`src/rtl/ttt_pkg.sv`:
```
// Shared definitions for the tic-tac-toe automated player: cell/winner codes,
// FSM state type and the line/corner/edge lookup tables.
package ttt_pkg;

    localparam logic [1:0] CELL_EMPTY = 2'b00;
    localparam logic [1:0] CELL_X     = 2'b01;
    localparam logic [1:0] CELL_O     = 2'b10;
    localparam logic [1:0] CELL_BAD   = 2'b11;

    localparam logic [1:0] WIN_NONE = 2'b00;
    localparam logic [1:0] WIN_X    = 2'b01;
    localparam logic [1:0] WIN_O    = 2'b10;
    localparam logic [1:0] WIN_DRAW = 2'b11;

    typedef enum logic [1:0] {
        IDLE,
        SCAN,
        DECIDE,
        WAIT_ACK
    } state_e;

    localparam logic [3:0] LINES [8][3] = '{
        '{4'd0, 4'd1, 4'd2},
        '{4'd3, 4'd4, 4'd5},
        '{4'd6, 4'd7, 4'd8},
        '{4'd0, 4'd3, 4'd6},
        '{4'd1, 4'd4, 4'd7},
        '{4'd2, 4'd5, 4'd8},
        '{4'd0, 4'd4, 4'd8},
        '{4'd2, 4'd4, 4'd6}
    };

    localparam logic [3:0] CORNERS [4] = '{4'd0, 4'd2, 4'd6, 4'd8};
    localparam logic [3:0] EDGES   [4] = '{4'd1, 4'd3, 4'd5, 4'd7};

    function automatic logic [1:0] cell_at(input logic [17:0] board, input logic [3:0] idx);
        return board[{idx, 1'b0} +: 2];
    endfunction

endpackage

```
`src/rtl/ttt_line_eval.sv`:
```
// Combinational evaluation of one three-cell line: detects a pending win for
// my_side, a pending opponent win to block, and the first empty position.
module ttt_line_eval
    import ttt_pkg::*;
(
    input  logic [1:0] c0_i,
    input  logic [1:0] c1_i,
    input  logic [1:0] c2_i,
    input  logic       my_side_i,
    output logic       is_win_o,
    output logic       is_block_o,
    output logic [1:0] empty_pos_o
);

    logic [5:0] cells;
    logic [1:0] own_code;
    logic [1:0] opp_code;
    logic [1:0] n_own;
    logic [1:0] n_opp;
    logic [1:0] n_emp;
    logic       found;

    assign cells    = {c2_i, c1_i, c0_i};
    assign own_code = my_side_i ? CELL_O : CELL_X;
    assign opp_code = my_side_i ? CELL_X : CELL_O;

    always_comb begin
        n_own       = '0;
        n_opp       = '0;
        n_emp       = '0;
        found       = 1'b0;
        empty_pos_o = '0;
        for (int unsigned k = 0; k < 3; k++) begin
            if (cells[2*k +: 2] == own_code) n_own = n_own + 2'd1;
            if (cells[2*k +: 2] == opp_code) n_opp = n_opp + 2'd1;
            if (cells[2*k +: 2] == CELL_EMPTY) begin
                n_emp = n_emp + 2'd1;
                if (!found) begin
                    empty_pos_o = 2'(k);
                    found       = 1'b1;
                end
            end
        end
        is_win_o   = (n_own == 2'd2) && (n_emp == 2'd1);
        is_block_o = (n_opp == 2'd2) && (n_emp == 2'd1);
    end

endmodule

```
`src/rtl/ttt_auto_player.sv`:
```
// Automated tic-tac-toe opponent: snapshots the board on its turn, scans all
// eight lines, then strobes a move chosen by win/block/centre/corner/edge priority.
module ttt_auto_player
    import ttt_pkg::*;
#(
    parameter int unsigned ACK_TIMEOUT = 16
) (
    input  logic        clk,
    input  logic        rst_n,
    input  logic        enable,
    input  logic        my_side,
    input  logic [17:0] board_in,
    input  logic        turn,
    input  logic [1:0]  winner,
    input  logic        invalid_move,
    output logic [3:0]  move_idx,
    output logic        move_en,
    output logic        busy,
    output logic        error
);

    localparam int unsigned WW = $clog2(ACK_TIMEOUT + 1);

    state_e      state_q, state_d;
    logic [2:0]  line_q, line_d;
    logic [17:0] snap_q, snap_d;
    logic        win_vld_q, win_vld_d;
    logic [3:0]  win_cell_q, win_cell_d;
    logic        blk_vld_q, blk_vld_d;
    logic [3:0]  blk_cell_q, blk_cell_d;
    logic [8:0]  empty_q, empty_d;
    logic [WW-1:0] wait_q, wait_d;
    logic [3:0]  move_idx_q, move_idx_d;
    logic        move_en_q, move_en_d;
    logic        busy_q, busy_d;
    logic        error_q, error_d;

    logic [1:0]  lc0, lc1, lc2;
    logic        ev_win, ev_block;
    logic [1:0]  ev_pos;
    logic        has_illegal;
    logic        pick_vld;
    logic [3:0]  pick;

    assign lc0 = cell_at(snap_q, LINES[line_q][0]);
    assign lc1 = cell_at(snap_q, LINES[line_q][1]);
    assign lc2 = cell_at(snap_q, LINES[line_q][2]);

    ttt_line_eval u_line_eval (
        .c0_i        (lc0),
        .c1_i        (lc1),
        .c2_i        (lc2),
        .my_side_i   (my_side),
        .is_win_o    (ev_win),
        .is_block_o  (ev_block),
        .empty_pos_o (ev_pos)
    );

    always_comb begin
        has_illegal = 1'b0;
        for (int unsigned i = 0; i < 9; i++) begin
            if (snap_q[2*i +: 2] == CELL_BAD) has_illegal = 1'b1;
        end
    end

    // Move choice from the values accumulated over the eight scanned lines.
    always_comb begin
        pick_vld = 1'b0;
        pick     = '0;
        if (win_vld_q) begin
            pick_vld = 1'b1;
            pick     = win_cell_q;
        end else if (blk_vld_q) begin
            pick_vld = 1'b1;
            pick     = blk_cell_q;
        end else if (empty_q[4]) begin
            pick_vld = 1'b1;
            pick     = 4'd4;
        end else begin
            for (int unsigned i = 0; i < 4; i++) begin
                if (!pick_vld && empty_q[CORNERS[i]]) begin
                    pick_vld = 1'b1;
                    pick     = CORNERS[i];
                end
            end
            for (int unsigned i = 0; i < 4; i++) begin
                if (!pick_vld && empty_q[EDGES[i]]) begin
                    pick_vld = 1'b1;
                    pick     = EDGES[i];
                end
            end
        end
    end

    always_comb begin
        state_d    = state_q;
        line_d     = line_q;
        snap_d     = snap_q;
        win_vld_d  = win_vld_q;
        win_cell_d = win_cell_q;
        blk_vld_d  = blk_vld_q;
        blk_cell_d = blk_cell_q;
        empty_d    = empty_q;
        wait_d     = wait_q;
        move_idx_d = move_idx_q;
        move_en_d  = 1'b0;
        error_d    = error_q;

        case (state_q)
            IDLE: begin
                if (enable && !error_q && winner == WIN_NONE && turn == my_side) begin
                    state_d   = SCAN;
                    line_d    = '0;
                    snap_d    = board_in;
                    win_vld_d = 1'b0;
                    blk_vld_d = 1'b0;
                    empty_d   = '0;
                end
            end
            SCAN: begin
                if (!enable || winner != WIN_NONE) begin
                    state_d = IDLE;
                end else if (has_illegal) begin
                    error_d = 1'b1;
                    state_d = IDLE;
                end else begin
                    if (ev_win && !win_vld_q) begin
                        win_vld_d  = 1'b1;
                        win_cell_d = LINES[line_q][ev_pos];
                    end
                    if (ev_block && !blk_vld_q) begin
                        blk_vld_d  = 1'b1;
                        blk_cell_d = LINES[line_q][ev_pos];
                    end
                    if (lc0 == CELL_EMPTY) empty_d[LINES[line_q][0]] = 1'b1;
                    if (lc1 == CELL_EMPTY) empty_d[LINES[line_q][1]] = 1'b1;
                    if (lc2 == CELL_EMPTY) empty_d[LINES[line_q][2]] = 1'b1;
                    if (line_q == 3'd7) state_d = DECIDE;
                    else                line_d  = line_q + 3'd1;
                end
            end
            DECIDE: begin
                if (!enable || winner != WIN_NONE) begin
                    state_d = IDLE;
                end else if (!pick_vld) begin
                    error_d = 1'b1;
                    state_d = IDLE;
                end else begin
                    move_idx_d = pick;
                    move_en_d  = 1'b1;
                    wait_d     = '0;
                    state_d    = WAIT_ACK;
                end
            end
            WAIT_ACK: begin
                if (turn != my_side || winner != WIN_NONE) begin
                    state_d = IDLE;
                end else if (invalid_move) begin
                    error_d = 1'b1;
                    state_d = IDLE;
                end else if (wait_q == WW'(ACK_TIMEOUT - 1)) begin
                    error_d = 1'b1;
                    state_d = IDLE;
                end else begin
                    wait_d = wait_q + 1'b1;
                end
            end
            default: state_d = IDLE;
        endcase

        busy_d = (state_d != IDLE);
    end

    always_ff @(posedge clk or negedge rst_n) begin
        if (!rst_n) begin
            state_q    <= IDLE;
            line_q     <= '0;
            snap_q     <= '0;
            win_vld_q  <= 1'b0;
            win_cell_q <= '0;
            blk_vld_q  <= 1'b0;
            blk_cell_q <= '0;
            empty_q    <= '0;
            wait_q     <= '0;
            move_idx_q <= '0;
            move_en_q  <= 1'b0;
            busy_q     <= 1'b0;
            error_q    <= 1'b0;
        end else begin
            state_q    <= state_d;
            line_q     <= line_d;
            snap_q     <= snap_d;
            win_vld_q  <= win_vld_d;
            win_cell_q <= win_cell_d;
            blk_vld_q  <= blk_vld_d;
            blk_cell_q <= blk_cell_d;
            empty_q    <= empty_d;
            wait_q     <= wait_d;
            move_idx_q <= move_idx_d;
            move_en_q  <= move_en_d;
            busy_q     <= busy_d;
            error_q    <= error_d;
        end
    end

    assign move_idx = move_idx_q;
    assign move_en  = move_en_q;
    assign busy     = busy_q;
    assign error    = error_q;

endmodule

```
`config.mk`:
```
export PLATFORM = sky130hd
export DESIGN_NAME = ttt_auto_player
export DESIGN_NICKNAME = d
export VERILOG_FILES = /design/src/rtl/ttt_pkg.sv /design/src/rtl/ttt_line_eval.sv /design/src/rtl/ttt_auto_player.sv
export SDC_FILE = /design/constraint.sdc
export NUM_CORES = 1
export LEC_CHECK = 0
export CAP_MARGIN = 20
export CORE_UTILIZATION = 25
export DETAILED_ROUTE_END_ITERATION = 10
export PLACE_DENSITY = 0.37
export SLEW_MARGIN = 20
export SYNTH_ARGS = -nofsm -noshare
export SYNTH_HDL_FRONTEND = slang
export SYNTH_HIERARCHICAL = 1
export SYNTH_SLANG_ARGS = --single-unit
```
`constraint.sdc`:
```
create_clock -name clk -period 5.15 [get_ports clk]
set_clock_uncertainty 0.15 [all_clocks]
set_input_delay 1.03 -clock clk [delete_from_list [all_inputs] [get_ports clk]]
set_output_delay 1.03 -clock clk [all_outputs]
set_load 0.05 [all_outputs]
```
After elaboration in Yosys (flattened, before gate mapping)
Memories as Yosys holds them, arrays and structs flattened.
Index checks and enable logic that the tools add are counted.
{"block": "classes", "n_addsub": 8, "order_cmp": 8, "n_eq_ne": 39, "n_shift": 3, "muxes": 133, "n_bitwise": 7, "n_reduce_logical": 50}
{"op": "$mux 9", "n": 12}
{"op": "$mux 1", "n": 67}
{"op": "$shiftx 18x6->2", "n": 3}
{"op": "$mux 4", "n": 11}
{"op": "$mux 2", "n": 21}
{"op": "$or 9x9->9", "n": 3}
{"op": "$eq 2x2->1 const B", "n": 13}
{"op": "$ne 2x2->1 const B", "n": 13}
{"op": "$mux 5", "n": 5}
{"op": "$mux 12", "n": 2}
{"op": "$pmux 9 s2", "n": 1}
{"op": "$logic_and 1x1->1", "n": 17}
{"op": "$lt 4x5->1 const B", "n": 3}
{"op": "$reduce_and 5->1", "n": 3}
{"op": "$demux 1 s4", "n": 3}
{"op": "$eq 2x2->1", "n": 6}
{"op": "$ge 4x1->1 const B", "n": 3}
{"op": "$mux 3", "n": 4}
{"op": "$reduce_and 4->1", "n": 3}
{"op": "$logic_not 1->1", "n": 11}
{"op": "$logic_not 2->1", "n": 5}
{"op": "$pmux 5 s2", "n": 1}
{"op": "$bmux 4 s2", "n": 1}
{"op": "$pmux 2 s4", "n": 1}
{"op": "other kinds (25)", "n": 36}
{"block": "word_totals", "register_bits": 54, "romBits": 96, "out_inout_bits": 7, "mem_count": 1}
{"memory": "(name not given)", "words": 8, "word_bits": 12, "read_ports": 1, "rd_ports_with_merged_regs": 0, "wr": 0, "line_no": "ttt_auto_player.sv:137", "text": "if (lc2 == CELL_EMPTY) empty_d[LINES[line_q][2]] = 1'b1;"}

Longest topological paths before layout
Gate-level depths: netlist (run 1).
{"block": "logic_depth", "ltp_word": 50, "ltp_mapped": 18, "ltp_nobuf": 16}

Modules after synthesis
Netlist (run 1), hierarchy kept.
{"module": "ttt_auto_player", "n_inst": 1, "cells_per_inst": 380, "area_per_inst_um2": 3384.5}
{"module": "ttt_line_eval", "n_inst": 1, "cells_per_inst": 48, "area_per_inst_um2": 341.6}

Worst setup path after synthesis (run 1)
OpenSTA, ideal clock, no wires.
{"block": "synth_timing", "path_type": "register to register", "from": "reg line_q[1]", "to": "reg win_cell_q[0]", "setup_ns": 0.125, "arrival_time_ns": 4.270, "required_ns": 4.875, "slack_ns": 0.605, "stages_incl_launch_ff": 18, "period_less_slack_ns": 4.545, "cell_sequence": "dfrtp_1 -> clkbuf_1 -> inv_1 -> ha_1 -> mux2i_4 -> buf_2 -> mux2i_1 -> o22ai_1 -> nor2_1 -> inv_1 -> nor2_1 -> inv_1 -> ha_1 -> or3_1 -> o32a_1 -> a311oi_1 -> nand3b_1 -> mux2_2"}
{"block": "synth_between", "elab_chain_len": 15, "word_cells_on_any_way": 38, "cone_classes": "add/sub (4); eq/ne (5); shift (3); mux (17); bitwise (2); reduce/logical (6); memory (1)"}
{"element": "start: declaration", "line_no": "ttt_auto_player.sv:25", "text": "logic [2:0] line_q, line_d;"}
{"element": "start signal: assignment", "line_no": "ttt_auto_player.sv:191", "text": "line_q <= line_d;"}
{"element": "$not 3->4 (implied by the code) *", "line_no": "ttt_auto_player.sv:45", "text": "assign lc0 = cell_at(snap_q, LINES[line_q][0]);"}
{"element": "$mem_v2 8x12 *"}
{"element": "$mux 12 * (2 in a row)"}
{"element": "$shiftx 18x6->2 *", "line_no": "ttt_pkg.sv:37", "text": "return board[{idx, 1'b0} +: 2];"}
{"element": "net lc0[0]", "line_no": "ttt_auto_player.sv:38", "text": "logic [1:0] lc0, lc1, lc2;"}
{"element": "$eq 2x2->1 or $logic_not 2->1 (tied branches)", "line_no": "ttt_line_eval.sv:34, ttt_line_eval.sv:36"}
{"element": "$mux 1, on equally long branches", "line_no": "ttt_line_eval.sv:34, ttt_line_eval.sv:36"}
{"element": "$add 1x1->2, on equally long branches", "line_no": "ttt_line_eval.sv:34, ttt_line_eval.sv:37"}
{"element": "$mux 2, on equally long branches", "line_no": "ttt_line_eval.sv:34, ttt_line_eval.sv:36"}
{"element": "$add 2x1->2, on equally long branches", "line_no": "ttt_line_eval.sv:34, ttt_line_eval.sv:37"}
{"element": "$mux 2, on equally long branches", "line_no": "ttt_line_eval.sv:34, ttt_line_eval.sv:36"}
{"element": "$eq 2x2->1 or $eq 2x1->1 (tied branches)", "line_no": "ttt_line_eval.sv:44", "text": "is_win_o = (n_own == 2'd2) && (n_emp == 2'd1);"}
{"element": "$logic_and 1x1->1 *", "line_no": "ttt_line_eval.sv:44"}
{"element": "net ev_win", "line_no": "ttt_auto_player.sv:39", "text": "logic ev_win, ev_block;"}
{"element": "$logic_and 1x1->1 *", "line_no": "ttt_auto_player.sv:127", "text": "if (ev_win && !win_vld_q) begin"}
{"element": "$reduce_and 4->1 (no line) *"}
{"element": "end signal: assignment", "line_no": "ttt_auto_player.sv:194", "text": "win_cell_q <= win_cell_d;"}
{"element": "end: declaration", "line_no": "ttt_auto_player.sv:28", "text": "logic [3:0] win_cell_q, win_cell_d;"}
Mark *: on every way through the listed nets, which the timed path passes. The rest lies on a longest branch. The select of a mux whose other input is x is not followed.
A chain may end at the register's enable or synchronous reset.

Worst setup path after layout (run 1)
{"block": "layout_timing", "from": "reg line_q[0]", "to": "reg win_cell_q[3]"}
{"block": "layout_between", "word_cells_on_any_way": 38, "cone_classes": "add/sub (4); eq/ne (5); shift (3); mux (17); bitwise (2); reduce/logical (6); memory (1)"}
{"element": "$not 3->4 (implied by the code) *", "line_no": "ttt_auto_player.sv:47", "text": "assign lc2 = cell_at(snap_q, LINES[line_q][2]);"}
{"element": "$mem_v2 8x12 *"}
{"element": "$mux 12 * (2 in a row)"}
{"element": "$shiftx 18x6->2 *", "line_no": "ttt_pkg.sv:37"}
{"element": "net lc2[1]", "line_no": "ttt_auto_player.sv:38"}
{"element": "$eq 2x2->1 or $logic_not 2->1 (tied branches)", "line_no": "ttt_line_eval.sv:34, ttt_line_eval.sv:36"}
{"element": "$mux 2, on equally long branches", "line_no": "ttt_line_eval.sv:34, ttt_line_eval.sv:36"}
{"element": "$eq 2x2->1 or $eq 2x1->1 (tied branches)", "line_no": "ttt_line_eval.sv:44"}
{"element": "$logic_and 1x1->1 *", "line_no": "ttt_line_eval.sv:44"}
{"element": "net ev_win", "line_no": "ttt_auto_player.sv:39"}
{"element": "$logic_and 1x1->1 *", "line_no": "ttt_auto_player.sv:127"}
{"element": "$reduce_and 4->1 (no line) *"}
Marks and branches as above.

==> results.txt, run 1 <==
The run finished with clean final reports. IR analysis of the VDD net gives a maximum drop of 0.131 mV. The HPWL after detailed placement is 8.48 mm.

Input and output buffers added on the ports amount to 32. For this run, the number of Yosys warnings is 6. The tightest min-delay check is of the reg2reg type.

After global routing the overflow that remains totals 0. Most common flop cell mapped by yosys: dfrtp_1. The maximum level of the CTS H-tree was 2; the area added between synthesis and finish was 19.1%. The largest total area in the synthesized netlist belongs to dfrtp_1. Entering global routing, the biggest net connects 55 pins. The aggregate negative setup slack came out at 0 ns. The run gives 0 as the hold buffer count at cts. Required time of the critical path: 5.20 ns. By area the synthesized netlist is led by dfrtp_1 (36%), nand2_1 (7.8%), ha_1 (4.7%). The number of iterations in the first detailed-routing pass is 4. The mapped cell area was 3730 µm². The root buffer cell chosen for the clock tree is clkbuf_16.

Prior to clock tree synthesis, the placed netlist has a worst setup slack of 0.704 ns. The slowest library cell on the worst path is mux4_2. The die is 124 µm tall. The clock passes through at most 2 buffers. The run gives 54 as the number of sinks driven by the clock tree. The congestion estimate from routability-driven global placement came to 0.791.

Dividing the final minimum period by the clock period gives 86.3%. In the routed layout, each cell is associated on average with a via count of 5.09. The relative slew slack came out at 51.3%. Critical path start-end classification: reg2reg. The tools report the vias after detailed routing as 3282. Setup repair after global routing left no endpoint under its margin. The highest attainable clock frequency came out at 225 MHz. The number of antenna diodes in the final layout is 0. The final count of hold timing violations was 0; the post-synthesis async set-or-reset flop share was 100%.

In the final routed layout, each cell accounts on average for 17.7 µm. Counting flops with a built-in enable in the synthesized netlist gives 0. The die extent in x is 124 µm. The maximum fanout encountered on the critical timing path is 10.

The tools report the number of pins exceeding their max-slew limit in the final report as 0. The number of nets handed over by synthesis was 468. The instance count of the mapped netlist was 428; the post-layout worst setup margin was 0.707 ns.

The run gives 44 as the standard-cell row count. The leakage power of the design came out at 1.96 nW. Of the synthesized area, sequential elements account for 36.3%.

The worst setup path is captured at a flip-flop. Global routing consumed, over all layers together, 16.2% of the routing resources. The number of clock buffers added by TritonCTS is 5. The first global-routing pass estimated 18.6 mm of wire. The worst setup path is launched from a flip-flop. The actual slew at the worst max-slew pin works out to 0.731 ns. The core region is 14500 µm². The arrival time reported for the critical path endpoint is 4.49 ns, and the clock latency reported for the late side of the worst-skew pair is 0.31 ns. In this run, the number of DRC markers left after iteration 0 of detailed routing was 118. Once the floorplan was initialized, standard cells occupied 25.6% of the core.

The overall die area was 15400 µm²; the proportion of layout cells with a drive suffix above 1 was 10.8%. The tools report the initial antenna violation count as 0. Dividing the synthesized area by the synthesized cell count gives 8.71 µm². The setup-violating endpoint count in the final report came out at 0. For this run, the post-layout net count is 500. Buffers added to address setup during post-CTS repair amount to 0. The netlist uses 64 different library cells. The fraction of synthesized cell area taken by the top area cell type is 36.3%. The number of global-route vias before repair is 3308, and the clock-pin slew of the registers on the worst-case setup and hold paths is 0.08 ns. TritonCTS built the clock tree.

For the finished layout, the period the worst path requires is 4.44 ns. After detailed routing, the number of remaining DRC violations is 0. The post-CTS resize count is 0, and the detailed-route wire length is 11.4 mm. The flop and latch count out of synthesis is 54, and the total power density per cell area is 373 nW/µm². The most repeated library cell on the critical path is buf_4. The signal on the critical path passes through buf_4 -> ha_1 -> mux2i_4 -> buf_4 -> mux4_2 -> a22oi_2 -> nand2_1 -> or3_1 -> o32a_1 -> a311oi_1 -> nand3b_1 -> mux2_2. Across the run, the number of max-cap violations was 0. The longest individual stage delay on the worst path came out at 0.57 ns. The design draws 1.66 mW. During I/O placement, the number of pins put on the boundary was 33. The count of nets left with antenna violations once routing finished came out at 0.
worst paths after layout:
path,from,end,slack (ns),depth (start not counted)
worst max register to register,line_q[0]$_DFFE_PN0P_,win_cell_q[3]$_DFFE_PN0P_,0.71,12
worst min-delay path,move_idx[0]$_DFFE_PN0P_,move_idx[0]$_DFFE_PN0P_,0.33,2
worst max-delay path,line_q[0]$_DFFE_PN0P_,win_cell_q[3]$_DFFE_PN0P_,0.71,12
max in group asynchronous,rst_n,snap_q[2]$_DFFE_PN0P_,3.65,2
worst min register to register,move_idx[0]$_DFFE_PN0P_,move_idx[0]$_DFFE_PN0P_,0.33,2
min in group asynchronous,rst_n,state_q[0]$_DFF_PN0_,0.71,2
cell families after synthesis:
logic type               count (synthesis)  share of synthesized area, %
AO/OA/AOI/OAI                           94                          16.9
XOR/XNOR                                 2                         0.470
adder cells (fa/ha/maj)                 14                          4.70
buffers and inverters                   42                          4.60
flip-flops                              54                          36.3
multiplexers                            27                          9.94
AND/OR/NAND/NOR                        195                          27.1
final cells by class:
class	instances	area, µm²
Inverter	22	82.6
Clock buffer	5	125
Timing Repair Buffer	45	413
Sequential cell	54	1350
Tap cell	184	230
Fill cell	1558	10100
Clock inverter	3	25.0
Multi-Input combinational cell	332	2210
synth_stat cells (all sizes together) (2+ instances only):
cell and number:
or4b 2, a22oi 12, xor2 2, nor2 29, a22o 3, or2 2
inv 22, or4 3, buf 9, nand3b 11, ha 14, a21oi 14
nor2b 3, o21a 2, nand2b 14, mux2i 11, a31oi 12, and2 3
and3 4, a211oi 2, nor3 14, and3b 2, nand4 2, a32oi 3
nand3 11, or3b 2, a221oi 2, or3 2, o211ai 2, clkbuf 11
nor3b 3, o21ai 19, mux4 6, o22ai 8, a211o 2, mux2 10
nor4 5, o31ai 4, nand2 77, dfrtp 54
routing by layer:
metal	up-vias	part of all wire [%]	track usage (%)
met5	-	0	0
met4	0	1.9	4.91
met3	17	3.2	2.61
met2	69	47	27.8
met1	1581	48	20.6
li1	1615	-	-
cell usage in the layout, fill, tap and decap left out, types with 2 or more instances in the layout:
master           count
mux4_2               6
or3_1                2
and2_1               3
o21ai_0             17
a22o_1               3
mux2i_1             10
nor3b_1              3
a32oi_1              3
and3b_1              2
nand4_1              2
o31ai_1              4
nor4_2               3
mux2_2              10
nor2_1              29
a211o_1              2
or4_1                3
a21oi_1             14
a22oi_1             11
xor2_1               2
nor3_1              14
nor2b_1              3
a31oi_1             12
clkbuf_16            5
nand3b_1            11
dfrtp_1             54
o22ai_1              8
o21ai_1              2
o211ai_1             2
nand3_1             11
nand2b_1            14
and3_1               4
a221oi_1             2
ha_1                14
clkdlybuf4s50_1     31
nand2_1             77
inv_1               22
buf_4               13
a211oi_1             2
o21a_1               2
state kept, by name (all words and copies together) (netlist names):
register and cells:
blk_cell_q 4, line_q 3, state_q 2, error 1
snap_q 18, move_en 1, win_cell_q 4, wait_q 5
blk_vld_q 1, win_vld_q 1, busy 1, move_idx 4
empty_q 9
critical path, delay by kind of cell, from the launching register on:
| family | cells | cell delay (ns) |
|---|---|---|
| simple gates | 3 | 0.85 |
| fa+ha+maj | 1 | 0.29 |
| mux | 3 | 1.33 |
| flops | 1 | 0.39 |
| buf+inv | 2 | 0.47 |
| compound gates | 3 | 0.86 |
metrics by stage:
step / hold WS (ns) / cells / cell area [µm²] / utilization [%]
6_report: 0.328 / 645 / 4440 / 30.5
5_1_grt: 0.372 / 645 / 4440 / 30.5
4_1_cts: 0.338 / 645 / 4440 / 30.5
3_5_place_dp: 0.319 / 637 / 4290 / 29.5
3_3_place_gp: 0.313 / 637 / 4290 / 29.5
2_1_floorplan: 0.318 / 428 / 3730 / -
report_power, final:
part,total (mW),internal [mW],switching (mW)
registers,0.572,0.483,0.0898
clock network,0.356,0.183,0.173
logic,0.728,0.308,0.420
Note: power is estimated with default switching activity, not from simulation.
==> run 2, diff against run 1 <==
--- a/config.mk
+++ b/config.mk
@@ -6,9 +6,10 @@
 export NUM_CORES = 1
 export LEC_CHECK = 0
 export CAP_MARGIN = 20
-export CORE_UTILIZATION = 25
+export CORE_ASPECT_RATIO = 0.9
+export CORE_UTILIZATION = 45
 export DETAILED_ROUTE_END_ITERATION = 10
-export PLACE_DENSITY = 0.37
+export PLACE_DENSITY = 0.61
 export SLEW_MARGIN = 20
 export SYNTH_ARGS = -nofsm -noshare
 export SYNTH_HDL_FRONTEND = slang
==> run 2 against run 1 <==
Effect of this change:
- the flow now finishes with violations (design-rule violations)
- sequential share of layout area up 1.4 points
- total power down 6.9%
- die area down 44%
- non-clock buffer count down 3
- largest cell class unchanged
==> results.txt, run 2 (synthesized netlist as in run 1, its figures left out) <==
The register with the most flip-flops is snap_q. The tools report the relative slew slack as 44.3% (-7.0 points). Most common cell after layout, fill and taps aside: nand2_1. The total power density per cell area works out to 363 nW/µm² (-2.7%).

The clock-pin slew of the registers on the worst-case setup and hold paths was 0.10 ns (+0.02 ns). For the leakage power of the design, the log shows 1.92 nW (-2.1%). Setup repair after global routing left no endpoint under its margin.

The tools report the reg2reg setup slack as 0.33 ns (-0.37 ns). For the residual DRC count, the log shows 2 (+2). The worst setup path is launched from a flip-flop.

Post-detailed-route wirelength per cell: 17.8 µm (+0.53%). The cell that appears most often on the critical path is inv_1. The number of buffers inserted by port buffering was 32 (unchanged).

The depth of the worst register-to-register path works out to 16 (+4). The checks that failed: design-rule violations. The run gives 0 ns (unchanged) as the aggregate negative setup slack.

In this run the critical register-to-register path is captured at win_cell_q[2]$_DFFE_PN0P_. The critical path is of the reg2reg type. The detailed-route wire length is 9.89 mm (-13%). The worst setup path is captured at a flip-flop.

The run finished, with violations left. The tree is rooted in a clkbuf_8. The routed via count divided by cell count was 6.01 (+18%); the vias after detailed routing was 3342 (+1.8%).

The first-iteration detailed-routing DRC count is 251 (+110%). The tools report the number of sinks driven by the clock tree as 54 (unchanged). The portion of the clock cycle consumed by the worst path in the final layout came out at 93.5% (+7.2 points). The logs give 0 (unchanged) for the residual antenna-violating net count after detailed routing and 556 (-14%) for the count of non-filler cells in the finished layout.

The overall die area is 8650 µm² (-44%), and the maximum fanout encountered on the critical timing path is 14 (+4). Leaving out fill and tap cells, the most frequent cells in the layout are nand2_1 (77), dfrtp_1 (54), clkdlybuf4s50_1 (31), nor2_1 (29), inv_1 (22). The run gives 31 (-30%) as the standard-cell row count. The logs give 8030 µm² (-45%) for the area of the core and 0.31 ns (about the same) for the clock latency reported for the late side of the worst-skew pair. The last weighted congestion value of the routability-driven placer was 0.907 (+15%). Number of placed instances, taps included: 549 (-14%). The signal on the critical path passes through inv_1 -> ha_1 -> mux2i_4 -> mux2i_1 -> o22ai_1 -> nor2_1 -> buf_4 -> inv_1 -> nor2_1 -> inv_1 -> ha_1 -> or3_1 -> o32a_1 -> a311oi_1 -> nand3b_1 -> mux2_2.

The actual slew at the worst max-slew pin was 0.836 ns (+0.105 ns); the post-CTS resize count was 0 (unchanged). The worst slack after detailed placement is 0.423 ns (-0.281 ns), and the die extent in x is 97.9 µm (-21%). The run gives 5 (unchanged) as the number of buffers created by CTS. The highest attainable clock frequency was 208 MHz (-7.7%); the arrival time reported for the critical path endpoint was 4.87 ns (+0.38 ns). The run gives 0 (unchanged) as the setup-violating endpoint count in the final report.

TritonCTS built the clock tree. Die outline height: 88.3 µm (-29%). The maximum level of the CTS H-tree is 2 (unchanged). The min-delay analysis places its worst path in the category reg2reg.

The initial antenna violation count came out at 0 (unchanged). The required time of the critical path was 5.20 ns (about the same); the effective utilization at floorplan was 46.4% (+21 points). The run gives 0 (unchanged) as the number of pins exceeding their max-slew limit in the final report. In this run the most critical hold path is launched from move_idx[0]$_DFFE_PN0P_. The buffer count from post-CTS setup fixing came out at 0 (unchanged). The longest individual stage delay on the worst path came out at 0.63 ns (+0.06 ns). The slowest stage of the critical path belongs to the cell dfrtp_1.

For the buffer depth of the longest clock path, the log shows 2 (unchanged). The number of antenna diodes was 0 (unchanged). For the number of nets in the finished design, the log shows 497 (-0.60%). The utilization after layout is 52.9% (+22 points), and the final critical-path required period is 4.82 ns (+0.372 ns). Maximum resistive drop on vdd: 0.203 mV (+55%). The HPWL reported at the end of detailed placement is 7.36 mm (-13%), and the post-layout worst setup margin is 0.335 ns (-0.372 ns). The number of flip-flops under the largest register name works out to 18 (unchanged). The worst hold path depth was 2 (unchanged); the number of top-level pins was 33 (unchanged). The largest registers in the layout are snap_q (18), empty_q (9), wait_q (5). The tools report the number of iterations in the first detailed-routing pass as 8 (+4). The proportion of layout cells with a drive suffix above 1 was 10.3% (-0.56 points); the final count of hold timing violations was 0 (unchanged). The tools report the beginning of the worst register-to-register path as line_q[1]$_DFFE_PN0P_.

The logs give 0 (unchanged) for the count of maximum capacitance violations and 0 (unchanged) for the hold buffer count at cts. The global router's overall resource usage is 23.4% (+7.3 points). Compared with the post-synthesis result, the final layout area differs by 14.0%. The global-route wire length before repair came out at 15.8 mm (-15%). The worst hold path terminates at move_idx[0]$_DFFE_PN0P_. The number of global-route vias before repair was 3123 (-5.6%); the overflow left after global routing was 0 (unchanged).

The tools report the maximum number of pins on one net before global-route repair as 55 (unchanged).
-- run 2: changes by cell type in the layout (fill, tap and decap cells not counted), sizes merged --
cell,delta
buf,-3
clkinvlp,-1
-- run 2: per-layer routing --
layer	up-vias	routed length, µm	track usage [%]
met4	0	113	5.92
met3	12	613	3.63
met1	1610	4950	35.0
met2	118	4210	35.3
met5	-	0	0
li1	1602	-	-
-- run 2: how the worst max path moves through the flow --
stage | start | endpoint | slack [ns] | cells past startpoint
2_1_floorplan | line_q[1]$_DFFE_PN0P_ | win_cell_q[0]$_DFFE_PN0P_ | 0.61 | 17
3_3_place_gp | line_q[0]$_DFFE_PN0P_ | win_cell_q[2]$_DFFE_PN0P_ | 0.54 | 15
3_5_place_dp | line_q[1]$_DFFE_PN0P_ | win_cell_q[2]$_DFFE_PN0P_ | 0.42 | 15
4_1_cts | line_q[1]$_DFFE_PN0P_ | win_cell_q[2]$_DFFE_PN0P_ | 0.38 | 15
5_1_grt | line_q[1]$_DFFE_PN0P_ | win_cell_q[2]$_DFFE_PN0P_ | 0.14 | 16
6_report | line_q[1]$_DFFE_PN0P_ | win_cell_q[2]$_DFFE_PN0P_ | 0.33 | 16
-- run 2: layout make-up --
type / instances / area, µm²
Clock buffer: 5 / 68.8
Clock inverter: 2 / 13.8
Fill cell: 776 / 3780
Inverter: 22 / 82.6
Multi-Input combinational cell: 332 / 2220
Sequential cell: 54 / 1350
Tap cell: 99 / 124
Timing Repair Buffer: 42 / 390
-- run 2: power breakdown --
part / internal [mW] / switching (mW) / leakage [nW]
combinational: 0.307 / 0.414 / 1.15
clock: 0.0946 / 0.148 / 0.0444
sequential: 0.482 / 0.0956 / 0.722
total: 0.884 / 0.658 / 1.92
-- run 2: worst max-delay path, delay by kind of cell (launching register included) --
family	cells	cell delay [ns]
simple gates	4	0.94
compound gates	3	0.70
mux	3	1.13
fa+ha+maj	2	0.61
buf+inv	4	0.52
flops	1	0.63
-- run 2: per-stage QoR --
stage | hold WS [ns] | total power [mW] | instance area [µm²]
after floorplan | 0.318 | 1.06 | 3730
after global placement | 0.315 | 1.27 | 4160
after detailed placement | 0.327 | 1.29 | 4160
after CTS | 0.349 | 1.53 | 4240
after global routing | 0.373 | 1.64 | 4250
final | 0.345 | 1.54 | 4250
==> edit (flow settings as in run 1) <==
Reset style: synchronous (`rst_n`), changed in one clocked block.
--- a/src/rtl/ttt_auto_player.sv
+++ b/src/rtl/ttt_auto_player.sv
@@ -172,5 +172,5 @@
     end
 
-    always_ff @(posedge clk or negedge rst_n) begin
+    always_ff @(posedge clk) begin
         if (!rst_n) begin
             state_q    <= IDLE;
Formal check against the unedited RTL: differs if rst_n is asserted again (counterexample within 4 cycles, from zero or initial values and one cycle with rst_n low); with rst_n held inactive, the same outputs for 10 cycles.
==> edit against run 1 <==
  * Cell area down 2.3%
  * Sequential cell count did not move
  * Non-clock buffer count increased by 1
  * Maximum frequency shrank 6.7%
  * Worst setup slack worse by 0.32 ns
  * Area after synthesis decreased by 2.5%
  * Synthesized cell count up 8.2%
  * Wire length grew 3.5%
  * Highest routed layer unchanged
Power is not compared: it rests on default switching activity, and its combinational part moved more than twofold at a synthesized area within 25%.
==> edit: results (changes against run 1) <==
<table>
<tr><th>Metric</th><th>Value</th></tr>
<tr><th colspan="2">Placement</th></tr>
<tr><td>Routability Congestion</td><td>0.849 (+7.3%)</td></tr>
<tr><td>Placed cell areas</td><td>4160 sq um (-2.9%)</td></tr>
<tr><td>Post-Place Cells</td><td>663 (+4.1%)</td></tr>
<tr><td>Setup slack at placement</td><td>0.404 ns (-0.300 ns)</td></tr>
<tr><th colspan="2">Finish</th></tr>
<tr><td>Count of multi-input gates</td><td>367 (+11%)</td></tr>
<tr><td>Non-clock inverters</td><td>16 (-27%)</td></tr>
<tr><td>Nonclk buf count</td><td>46 (+2.2%)</td></tr>
<tr><td>Final-layout non-clock buffer area share</td><td>9.80% (+0.50 points)</td></tr>
<tr><td>Register fraction of the total cell area</td><td>24.9% (-5.5 points)</td></tr>
<tr><td>Fill cell count</td><td>1505 (-3.4%)</td></tr>
<tr><td>Final layout net count</td><td>530 (+6.0%)</td></tr>
<tr><td>Non-filler instance count after layout</td><td>671 (+4.0%)</td></tr>
<tr><th colspan="2">Routing</th></tr>
<tr><td>Drt initial violations</td><td>181 (+53%)</td></tr>
<tr><td>Wirelength per Cell</td><td>17.6 um (-0.51%)</td></tr>
<tr><td>First-pass DRT Iterations</td><td>5 (+1)</td></tr>
<tr><td>Vias</td><td>3568 (+8.7%)</td></tr>
<tr><th colspan="2">Worst setup path</th></tr>
<tr><td>Worst R2R Path Depth</td><td>17 (+5)</td></tr>
<tr><td>Reg-to-Reg Start</td><td>line_q[0]</td></tr>
<tr><td>Critical path arrival</td><td>4.79 ns (+0.30 ns)</td></tr>
<tr><td>Destination of the critical timing path</td><td>win_cell_q[3]</td></tr>
<tr><td>Kind of cell adding the most delay to the critical path</td><td>simple AND/OR/NAND/NOR gates</td></tr>
<tr><td>Master of the slowest instance on the critical path</td><td>dfxtp_1</td></tr>
<tr><th colspan="2">Synth</th></tr>
<tr><td>Top cell types by occurrence after synthesis</td><td>64 x nand2_1, 54 x dfxtp_1, 45 x nor2_1</td></tr>
<tr><td>Synthesized Nets</td><td>503 (+7.5%)</td></tr>
<tr><td>Ranking of synthesized cells by area</td><td>dfxtp_1 30%, mux2i_1 9.4%, nand2_1 6.6%, ha_1 4.8%, a21oi_1 4.7%</td></tr>
<tr><td>Top flip-flop cell by instance count after synthesis</td><td>dfxtp_1</td></tr>
<tr><th colspan="2">Global routing</th></tr>
<tr><td>Wire length of the first global-routing pass</td><td>18800 um (+1.2%)</td></tr>
<tr><td>Overall fraction of global-route tracks in use</td><td>16.8% (+0.66 points)</td></tr>
<tr><td>Largest net degree at the start of global routing</td><td>38 (-31%)</td></tr>
<tr><th colspan="2">Die</th></tr>
<tr><td>Overall die area</td><td>15000 sq um (-2.4%)</td></tr>
<tr><th colspan="2">Run status</th></tr>
<tr><td>Run status</td><td>finished, final reports clean</td></tr>
<tr><th colspan="2">Worst hold path</th></tr>
<tr><td>Destination of the worst hold path</td><td>move_idx[1]</td></tr>
</table>
edit: changes by cell type in the layout (fill, tap and decap cells not counted), sizes merged, moves of 13 or more:
cell   change
nand2     -13
a21oi     +20
dfrtp     -54
dfxtp     +54
nor2      +16
mux2i     +23
edit: logic make-up (layout without fill, tap and decap cells):
kind of cell    count (synthesis)  count (layout)  share of synthesized area (%)
simple gates                  198             198                           27.6
compound gates                114             114                           20.8
flops                          54              54                           29.7
buf+inv                        42              70                           5.03
mux                            37              37                           11.0
fa+ha+maj                      14              14                           4.82
xor+xnor                        4               4                          0.964
edit: per-layer routing:
layer / global-route usage, % / wire (um) / vias to the layer above
met5: 0 / 0 / -
met2: 24.9 / 5110 / 98
met1: 23.7 / 5830 / 1705
met4: 6.78 / 315 / 0
li1: - / - / 1749
met3: 3.21 / 558 / 16
edit: what timing repair did:
action / in CTS / in global routing
hold buffers: 0 / 0
gates resized for setup: 0 / 1
setup endpoints to repair: 0 / 4
